[config.mk]
export PLATFORM = sky130hd
export DESIGN_NAME = overlay_sequencer_flat
export DESIGN_NICKNAME = d
export VERILOG_FILES = /design/src/rtl/overlay_sequencer_pkg.sv /design/src/rtl/overlay_sequencer_if.sv /design/src/rtl/overlay_sequencer_frame_timer.sv /design/src/rtl/overlay_sequencer.sv /design/src/flat_wrapper.sv
export SDC_FILE = /design/constraint.sdc
export NUM_CORES = 1
export LEC_CHECK = 0
export ABC_AREA = 1
export BUFFER_PORTS_ARGS = -buffer_cell sky130_fd_sc_hd__buf_2
export CORE_AREA = 4 4 88 90
export DETAILED_ROUTE_END_ITERATION = 8
export DIE_AREA = 0 0 92 94
export PLACE_DENSITY = 0.44
export SKIP_CTS_REPAIR_TIMING = 1
export SLEW_MARGIN = 10
export SYNTH_ARGS = -nofsm -noshare
export SYNTH_HDL_FRONTEND = slang
export SYNTH_HIERARCHICAL = 1
export SYNTH_SLANG_ARGS = --single-unit
[constraint.sdc]
create_clock -name clk -period 3.86 [get_ports clk]
set_input_delay 0.386 -clock clk [delete_from_list [all_inputs] [get_ports clk]]
set_output_delay 0.386 -clock clk [all_outputs]
set_load 0.03 [all_outputs]
[src/rtl/overlay_sequencer_pkg.sv]
// rtl/overlay_sequencer_pkg.sv - state encoding, default timing and helpers for the overlay sequencer
package overlay_sequencer_pkg;

    typedef enum logic [2:0] {
        ST_IDLE      = 3'd0,
        ST_SLIDE_IN  = 3'd1,
        ST_HOLD      = 3'd2,
        ST_BLINK     = 3'd3,
        ST_SLIDE_OUT = 3'd4,
        ST_GAP       = 3'd5
    } seq_state_e;

    localparam logic [5:0] DEF_TARGET_COL   = 6'd30;
    localparam logic [5:0] DEF_OFF_COL      = 6'd60;
    localparam logic [7:0] DEF_STEP_FRAMES  = 8'd2;
    localparam logic [7:0] DEF_HOLD_FRAMES  = 8'd120;
    localparam logic [7:0] DEF_BLINK_FRAMES = 8'd32;
    localparam logic [7:0] DEF_GAP_FRAMES   = 8'd30;
    localparam logic [1:0] DEF_NUM_MSGS     = 2'd3;

    // Message index advance, wrapping at num_msgs-1 back to 0.
    function automatic logic [1:0] msg_next(input logic [1:0] cur, input logic [1:0] num_msgs);
        if (cur >= num_msgs - 2'd1) begin
            return 2'd0;
        end
        return cur + 2'd1;
    endfunction

endpackage

[src/rtl/overlay_sequencer_if.sv]
// rtl/overlay_sequencer_if.sv - frame/run inputs and overlay control outputs of the sequencer
interface overlay_sequencer_if;
    logic       frame_tick;
    logic       run;
    logic [5:0] org_x;
    logic       overlay_en;
    logic [1:0] msg_sel;
    logic       busy;

    modport master (
        input  frame_tick,
        input  run,
        output org_x,
        output overlay_en,
        output msg_sel,
        output busy
    );

    modport slave (
        output frame_tick,
        output run,
        input  org_x,
        input  overlay_en,
        input  msg_sel,
        input  busy
    );
endinterface

[src/rtl/overlay_sequencer_frame_timer.sv]
// rtl/overlay_sequencer_frame_timer.sv - 8-bit frame counter with clear and terminal-count compare
module overlay_sequencer_frame_timer (
    input  logic       clk,
    input  logic       reset,
    input  logic       tick,
    input  logic       clr,
    input  logic [7:0] term,
    output logic [7:0] count,
    output logic       at_term
);
    logic [7:0] count_q;
    logic [7:0] count_d;

    always_comb begin
        count_d = count_q;
        if (clr) begin
            count_d = 8'd0;
        end else if (tick) begin
            count_d = count_q + 8'd1;
        end
    end

    always_ff @(posedge clk or posedge reset) begin
        if (reset) begin
            count_q <= 8'd0;
        end else begin
            count_q <= count_d;
        end
    end

    assign count   = count_q;
    assign at_term = (count_q == term);
endmodule

[src/rtl/overlay_sequencer.sv]
// rtl/overlay_sequencer.sv - frame-paced slide-in / hold / blink / slide-out text overlay sequencer
module overlay_sequencer
    import overlay_sequencer_pkg::*;
#(
    parameter logic [5:0] TARGET_COL   = DEF_TARGET_COL,
    parameter logic [5:0] OFF_COL      = DEF_OFF_COL,
    parameter logic [7:0] STEP_FRAMES  = DEF_STEP_FRAMES,
    parameter logic [7:0] HOLD_FRAMES  = DEF_HOLD_FRAMES,
    parameter logic [7:0] BLINK_FRAMES = DEF_BLINK_FRAMES,
    parameter logic [7:0] GAP_FRAMES   = DEF_GAP_FRAMES,
    parameter logic [1:0] NUM_MSGS     = DEF_NUM_MSGS
) (
    input  logic                clk,
    input  logic                reset,
    overlay_sequencer_if.master bus
);
    seq_state_e state_q, state_d;
    logic [5:0] org_x_q, org_x_d;
    logic       overlay_en_q, overlay_en_d;
    logic [1:0] msg_sel_q, msg_sel_d;
    logic       busy_q, busy_d;

    logic       cnt_clr;
    logic [7:0] cnt_term;
    logic [7:0] cnt;
    logic       cnt_at_term;

    overlay_sequencer_frame_timer u_frame_timer (
        .clk     (clk),
        .reset   (reset),
        .tick    (bus.frame_tick),
        .clr     (cnt_clr),
        .term    (cnt_term),
        .count   (cnt),
        .at_term (cnt_at_term)
    );

    always_comb begin
        case (state_q)
            ST_SLIDE_IN, ST_SLIDE_OUT: cnt_term = STEP_FRAMES - 8'd1;
            ST_HOLD:                   cnt_term = HOLD_FRAMES - 8'd1;
            ST_BLINK:                  cnt_term = BLINK_FRAMES - 8'd1;
            ST_GAP:                    cnt_term = GAP_FRAMES - 8'd1;
            default:                   cnt_term = 8'd0;
        endcase
    end

    // Everything advances only on frame_tick so the outputs stay constant across a frame.
    always_comb begin
        state_d      = state_q;
        org_x_d      = org_x_q;
        overlay_en_d = overlay_en_q;
        msg_sel_d    = msg_sel_q;
        cnt_clr      = 1'b0;

        if (bus.frame_tick) begin
            if (state_q == ST_IDLE) begin
                cnt_clr = 1'b1;
                if (bus.run) begin
                    state_d      = ST_SLIDE_IN;
                    overlay_en_d = 1'b1;
                end
            end else if (!bus.run) begin
                state_d      = ST_IDLE;
                org_x_d      = OFF_COL;
                overlay_en_d = 1'b0;
                cnt_clr      = 1'b1;
            end else begin
                case (state_q)
                    ST_SLIDE_IN: begin
                        if (cnt_at_term) begin
                            cnt_clr = 1'b1;
                            if (org_x_q > TARGET_COL) begin
                                org_x_d = org_x_q - 6'd1;
                            end
                            if (org_x_q <= TARGET_COL + 6'd1) begin
                                state_d = ST_HOLD;
                            end
                        end
                    end
                    ST_HOLD: begin
                        if (cnt_at_term) begin
                            cnt_clr      = 1'b1;
                            state_d      = ST_BLINK;
                            overlay_en_d = 1'b1;
                        end
                    end
                    ST_BLINK: begin
                        if (cnt_at_term) begin
                            cnt_clr      = 1'b1;
                            state_d      = ST_SLIDE_OUT;
                            overlay_en_d = 1'b1;
                        end else begin
                            // Registered output must reflect the counter value of the coming frame.
                            overlay_en_d = ((cnt + 8'd1) & 8'd4) == 8'd0;
                        end
                    end
                    ST_SLIDE_OUT: begin
                        if (cnt_at_term) begin
                            cnt_clr = 1'b1;
                            if (org_x_q < OFF_COL) begin
                                org_x_d = org_x_q + 6'd1;
                            end
                            if (org_x_q + 6'd1 >= OFF_COL) begin
                                state_d      = ST_GAP;
                                overlay_en_d = 1'b0;
                            end
                        end
                    end
                    ST_GAP: begin
                        if (cnt_at_term) begin
                            cnt_clr      = 1'b1;
                            state_d      = ST_SLIDE_IN;
                            overlay_en_d = 1'b1;
                            msg_sel_d    = msg_next(msg_sel_q, NUM_MSGS);
                        end
                    end
                    default: begin
                        state_d      = ST_IDLE;
                        org_x_d      = OFF_COL;
                        overlay_en_d = 1'b0;
                        cnt_clr      = 1'b1;
                    end
                endcase
            end
        end

        busy_d = (state_d != ST_IDLE);
    end

    always_ff @(posedge clk or posedge reset) begin
        if (reset) begin
            state_q      <= ST_IDLE;
            org_x_q      <= OFF_COL;
            overlay_en_q <= 1'b0;
            msg_sel_q    <= 2'd0;
            busy_q       <= 1'b0;
        end else begin
            state_q      <= state_d;
            org_x_q      <= org_x_d;
            overlay_en_q <= overlay_en_d;
            msg_sel_q    <= msg_sel_d;
            busy_q       <= busy_d;
        end
    end

    assign bus.org_x      = org_x_q;
    assign bus.overlay_en = overlay_en_q;
    assign bus.msg_sel    = msg_sel_q;
    assign bus.busy       = busy_q;
endmodule

[src/flat_wrapper.sv]
// flat-port wrapper written by rule: the top's interface ports become plain ports
module overlay_sequencer_flat import overlay_sequencer_pkg::*;
#(
    parameter logic [5:0] TARGET_COL   = DEF_TARGET_COL,
    parameter logic [5:0] OFF_COL      = DEF_OFF_COL,
    parameter logic [7:0] STEP_FRAMES  = DEF_STEP_FRAMES,
    parameter logic [7:0] HOLD_FRAMES  = DEF_HOLD_FRAMES,
    parameter logic [7:0] BLINK_FRAMES = DEF_BLINK_FRAMES,
    parameter logic [7:0] GAP_FRAMES   = DEF_GAP_FRAMES,
    parameter logic [1:0] NUM_MSGS     = DEF_NUM_MSGS
)
  (clk, reset, bus_frame_tick, bus_run, bus_org_x, bus_overlay_en, bus_msg_sel, bus_busy);
  overlay_sequencer_if bus_i ();
  input  logic clk;
  input  logic reset;
  input wire logic [$bits(bus_i.frame_tick)-1:0] bus_frame_tick;
  input wire logic [$bits(bus_i.run)-1:0] bus_run;
  output wire logic [$bits(bus_i.org_x)-1:0] bus_org_x;
  output wire logic [$bits(bus_i.overlay_en)-1:0] bus_overlay_en;
  output wire logic [$bits(bus_i.msg_sel)-1:0] bus_msg_sel;
  output wire logic [$bits(bus_i.busy)-1:0] bus_busy;
  assign bus_i.frame_tick = bus_frame_tick;
  assign bus_i.run = bus_run;
  assign bus_org_x = bus_i.org_x;
  assign bus_overlay_en = bus_i.overlay_en;
  assign bus_msg_sel = bus_i.msg_sel;
  assign bus_busy = bus_i.busy;
  overlay_sequencer #(.TARGET_COL(TARGET_COL), .OFF_COL(OFF_COL), .STEP_FRAMES(STEP_FRAMES), .HOLD_FRAMES(HOLD_FRAMES), .BLINK_FRAMES(BLINK_FRAMES), .GAP_FRAMES(GAP_FRAMES), .NUM_MSGS(NUM_MSGS)) u_core (.clk(clk), .reset(reset), .bus(bus_i));
endmodule
==> results of run 1 <==
==> through the flow <==
stage | total power [W] | worst slack [ns] | cell area [sq um]
floorplan | 0.000727 | 1.16 | 1700
global placement | 0.000862 | 0.802 | 1880
global route | 0.00109 | 0.246 | 1920
CTS | 0.00101 | 0.695 | 1920
finish | 0.000994 | 0.648 | 1920
detailed placement | 0.000852 | 0.726 | 1880
==> logic make-up after synthesis <==
logic type | after synthesis | share of synthesized area
adders and majority gates | 4 | 0.0295
buffers and inverters | 37 | 0.0840
xor gates and xnor gates | 13 | 0.0671
AOI/OAI and AO/OA | 20 | 0.0685
and+or+nand+nor | 158 | 0.436
other | 1 | 0.00221
DFF | 21 | 0.312
==> layout by cell type (no fill, tap or decap), types with 2 or more instances in the layout <==
master / n
inv_1: 30
nor3_1: 2
and2_1: 2
xnor2_1: 2
clkbuf_8: 3
buf_2: 13
dfrtp_1: 17
nand4_1: 4
dfstp_2: 4
ha_1: 4
nand2_1: 79
nand3_1: 29
a21oi_2: 2
a21oi_1: 4
o21ai_0: 10
inv_2: 4
clkinv_2: 2
nor2_4: 5
nand2_2: 3
xor2_1: 11
nor2_2: 3
nor2_1: 26
==> worst max-delay path by stage <==
| stage | depth (start not counted) | slack [ns] | start | end |
|---|---|---|---|---|
| after floorplan | 17 | 1.16 | u_core/state_q[0] | u_core/u_frame_timer/count[4] |
| after global placement | 17 | 0.80 | u_core/state_q[0] | u_core/u_frame_timer/count[4] |
| after detailed placement | 17 | 0.73 | u_core/state_q[0] | u_core/u_frame_timer/count[4] |
| after CTS | 17 | 0.69 | u_core/state_q[0] | u_core/u_frame_timer/count[4] |
| after global routing | 17 | 0.25 | u_core/state_q[0] | u_core/u_frame_timer/count[4] |
| final | 17 | 0.65 | u_core/state_q[0] | u_core/u_frame_timer/count[4] |
==> final cells by class <==
| cell class | count | area, sq um | area share |
|---|---|---|---|
| timing repair buffer | 13 | 65.1 | 0.0338 |
| sequential | 21 | 531 | 0.276 |
| clock buffer | 3 | 41.3 | 0.0215 |
| multi-input combinational | 196 | 1020 | 0.533 |
| clock inverter | 1 | 5.00 | 0.00260 |
| tap | 99 | 124 | 0.0644 |
| inverter | 35 | 133 | 0.0690 |
==> state kept, by name (all words and copies together), names as in the netlist <==
signal,count
u_core/bus.busy,1
u_core/bus.msg_sel,2
u_core/bus.org_x,6
u_core/bus.overlay_en,1
u_core/state_q,3
u_core/u_frame_timer/count,8
==> power breakdown <==
part	switching [W]	leakage, nW	internal [W]	total, W
combinational	0.000330	0.713	0.000156	0.000485
sequential	0.0000797	0.266	0.000283	0.000363
clock	0.0000736	0.0255	0.0000719	0.000146
total	0.000483	1.00	0.000510	0.000994
==> layer usage <==
metal | GRT usage | part of all wire
met5 | 0 | 0
met4 | 0.0334 | 0.011
met3 | 0.0128 | 0.034
met2 | 0.174 | 0.48
met1 | 0.138 | 0.47
==> flow_metrics.env, run 1 <==
export IMPL_grt_overflow=0
export IMPL_cpLargestDelayFamily="simple AND/OR/NAND/NOR gates"
export IMPL_worst_pin_slew_ns=0.613
export IMPL_row_count=31
export IMPL_crit_buf_inv=3
export IMPL_cts_buffers=3
export IMPL_synth_most_common_cell="nand2_1"
export IMPL_slew_headroom=0.591
export IMPL_async_flop_share=1.00
export IMPL_final_nets=278
export IMPL_period_share=0.832
export IMPL_reg2reg_slack_ns=0.65
export IMPL_worstPathRequired_ns=4.02
export IMPL_fill_cells=830
export IMPL_drv_cap=0
export IMPL_place_inst=364
export IMPL_rsz0062_at_grt="no"
export IMPL_core_area_sq_mm=0.00706
export IMPL_synth_top_area_frac=0.251
export IMPL_timing_rr_start="u_core/state_q[0]"
export IMPL_synth_area_sq_mm=0.00170
export IMPL_routed_wl_mm=4.08
export IMPL_yosys_most_used_dff="dfrtp_1"
export IMPL_cp_common_cell="nor2_1"
export IMPL_setup_viol=0
export IMPL_area_growth_pct=13.3
export IMPL_grt_pass1_vias=1556
export IMPL_antenna_found_initial=0
export IMPL_p_per_area_mw_per_mm2=517
export IMPL_clk_latency_ns=0.26
export IMPL_crit_chain="inv_1, nor2_1, nand2_1, clkinv_2, nor2_1, nand3_1, xor2_1, nor2_1, nand2_1, nor2_1, inv_1, a31oi_1, nor2_4, nor3_1, nand2_1, nand2_1, nor2_1"
export IMPL_syn_inst=254
export IMPL_wl_per_cell_um=11.1
export IMPL_crit_reg2reg_capture="u_core/u_frame_timer/count[4]"
export IMPL_vias_per_cell=4.26
export IMPL_final_util=0.272
export IMPL_period_minus_slack_ns=3.21
export IMPL_cts_clk_slew_worst_paths_ns=0.08
export IMPL_clock_skew_ns=0.00371
export IMPL_max_freq_mhz=311
export IMPL_n_antenna_cell=0
export IMPL_portBuffers=13
export IMPL_fin_hold_ws_ns=0.0759
export IMPL_cts_root_buf="clkbuf_8"
export IMPL_setup_tns_ns=0
export IMPL_cp_slowest_stage_delay_ns=0.42
export IMPL_grt_pass1_wl_mm=7.28
export IMPL_post_synth_top_area_cell="dfrtp_1"
export IMPL_end_kind="flop"
export IMPL_drc=0
export IMPL_yosysWarnings=6
export IMPL_slew_violations=0
export IMPL_die_h_um=94
export IMPL_crit_slowest_cell="dfrtp_1"
export IMPL_synth_fp_nets=262
export IMPL_seq_area_frac_synth=0.312
export IMPL_cts_tree="built"
export IMPL_drtAntennaViolNets=0
export IMPL_io_pins=14
export IMPL_hold_path_class="input port to asynchronous set/reset pin"
export IMPL_start_util=0.241
export IMPL_synth_common_cells="nand2_1, inv_1, nand3_1, nor2_1, dfrtp_1"
export IMPL_grt_max_degree=14
export IMPL_ys_ff_latch=21
export IMPL_path_class="flop to flop"
export IMPL_vias=1566
export IMPL_drive_above_1_share=0.156
export IMPL_ir_drop_mv=0.157
export IMPL_finalHoldViolCount=0
export IMPL_crit_fanout=7
export IMPL_cp_data_arrival_time_ns=3.37
export IMPL_die_area_sq_mm=0.00865
export IMPL_grt_usage=0.103
export IMPL_drtIter0Drc=88
export IMPL_outcome="finished clean"
export IMPL_stdcell_count=368
export IMPL_cts_buffer_depth=2
export IMPL_cts_sinks=21
export IMPL_p_leak_nw=1.00
export IMPL_cts_htree_levels=1
export IMPL_die_width_um=92
export IMPL_drtPass1Iterations=4
export IMPL_avgSynthCellArea_sq_um=6.68
export IMPL_gp_congestion=0.822
export IMPL_critPathLaunchType="flop"
export IMPL_synth_edf_count=0
export IMPL_dp_hpwl_mm=3.23
export IMPL_ff2ff_path_depth=17
export IMPL_synthTopCellsByArea="dfrtp_1, nand2_1, nand3_1, inv_1, dfstp_2"
export IMPL_yosysUniqueCellTypes=32
(Power assumes the default switching activity.)
==> run 2: changes to the inputs <==
- PLACE_DENSITY: 0.44 -> 0.46
- clock period: 3.86 -> 2.8 ns (I/O delays scaled with it)
==> flow_metrics.env, run 2 (same netlist as run 1, synthesis figures left out) <==
export IMPL_outcome="finished clean"
export IMPL_cts_tree="built"
export IMPL_setup_viol=0
export IMPL_layout_commonest_cell="nand2_1"
export IMPL_rsz0062_at_grt="no"
export IMPL_p_leak_nw=1.03
export IMPL_finalHoldViolCount=0
export IMPL_worstPathRequired_ns=2.95
export IMPL_dp_hpwl_mm=3.30
export IMPL_slew_headroom=0.621
export IMPL_cts_sinks=21
export IMPL_end_kind="flop"
export IMPL_antenna_found_initial=0
export IMPL_hold_path_class="input port to flop"
export IMPL_n_antenna_cell=0
export IMPL_final_nets=284
export IMPL_cts_root_buf="clkbuf_8"
export IMPL_die_width_um=92
export IMPL_final_util=0.280
export IMPL_grt_pass1_wl_mm=7.22
export IMPL_seqCellArea_sq_um=531
export IMPL_die_h_um=94
export IMPL_slew_violations=0
export IMPL_portBuffers=13
export IMPL_row_count=31
export IMPL_start_util=0.241
export IMPL_gp_congestion=0.892
export IMPL_grt_pass1_vias=1528
export IMPL_cts_clk_slew_worst_paths_ns=0.09
export IMPL_multi_input_comb_area_sq_mm=0.00103
export IMPL_path_class="flop to flop"
export IMPL_die_area_sq_mm=0.00865
export IMPL_drv_cap=0
export IMPL_io_pins=14
export IMPL_wl_per_cell_um=11.2
export IMPL_cts_buffer_depth=2
export IMPL_drive_above_1_share=0.178
export IMPL_ir_drop_mv=0.225
export IMPL_area_growth_pct=16.5
export IMPL_mostFrequentLayoutCells="nand2_1, inv_1, nand3_1, nor2_1, dfrtp_1"
export IMPL_drc=0
export IMPL_grt_usage=0.103
export IMPL_grt_max_degree=14
export IMPL_critPathLaunchType="flop"
export IMPL_grt_overflow=0
export IMPL_core_area_sq_mm=0.00706
export IMPL_setup_tns_ns=0
export IMPL_vias_per_cell=4.24
export IMPL_crit_fanout=7
export IMPL_drtAntennaViolNets=0
export IMPL_drtIter0Drc=75
export IMPL_cts_htree_levels=1
export IMPL_routed_wl_mm=4.20
export IMPL_cp_data_arrival_time_ns=2.61
export IMPL_p_per_area_mw_per_mm2=708
export IMPL_period_share=0.878
export IMPL_drtPass1Iterations=4
export IMPL_fill_cells=827
export IMPL_worst_pin_slew_ns=0.567
export IMPL_max_freq_mhz=407
export IMPL_vias=1584
export IMPL_largest_reg_flops=8
export IMPL_period_minus_slack_ns=2.46
export IMPL_cts_buffers=3
export IMPL_clock_skew_ns=0.0123
export IMPL_clk_latency_ns=0.27
-- run 2: worst max-delay path: stages, from the launching register on --
cell     delay [ns]
dfrtp_1        0.42
inv_1          0.10
nor2_1         0.06
nand2_1        0.15
inv_4          0.08
nor2_2         0.10
nand3_1        0.11
xor2_1         0.16
nor2_1         0.10
nand2_1        0.05
nor2_1         0.14
buf_4          0.18
nor2_1         0.07
a21oi_2        0.15
nand2_2        0.08
nor2_4         0.18
nand2_4        0.10
nand2_1        0.07
nand2_1        0.05
-- run 2: path summary, 6_finish.rpt --
path	endpoint	from	slack (ns)	cells past startpoint
max reg2reg	u_core/bus.org_x[0]	u_core/state_q[0]	0.34	18
min in group asynchronous	u_core/u_frame_timer/count[1]	reset	0.50	3
min	u_core/u_frame_timer/count[1]	bus_frame_tick	0.36	3
min reg2reg	u_core/bus.overlay_en	u_core/bus.overlay_en	0.47	2
max in group asynchronous	u_core/bus.org_x[4]	reset	1.80	3
max	u_core/bus.org_x[0]	u_core/state_q[0]	0.34	18
-- run 2: final cells by class --
class | instances | area share
repair buffers | 19 | 0.0569
well taps | 99 | 0.0626
clock buffers | 4 | 0.0228
multi-input cells | 196 | 0.522
flip-flops and latches | 21 | 0.268
inverters | 35 | 0.0677
-- run 2: metal layers --
layer,wire [um],track usage
met5,0,0
met4,44,0.0334
met3,122,0.0168
met2,1920,0.164
met1,2120,0.142
-- run 2: power by group --
part | switching, W | leakage (nW) | internal, W | total, W
logic | 0.000459 | 0.742 | 0.000232 | 0.000691
registers | 0.000110 | 0.266 | 0.000390 | 0.000500
clock network | 0.000108 | 0.0228 | 0.000102 | 0.000210
-- run 2: through the flow --
stage / instance area (sq um) / setup WS [ns] / std cells / power, W / hold WS, ns
floorplan: 1700 / 0.100 / 254 / 0.00100 / 0.0957
CTS: 1950 / 0.262 / 372 / 0.00141 / -0.0383
global route: 1980 / 0.0235 / 374 / 0.00153 / 0.372
global placement: 1910 / 0.336 / 368 / 0.00119 / 0.265
finish: 1980 / 0.340 / 374 / 0.00140 / 0.361
detailed placement: 1910 / 0.279 / 368 / 0.00119 / 0.262
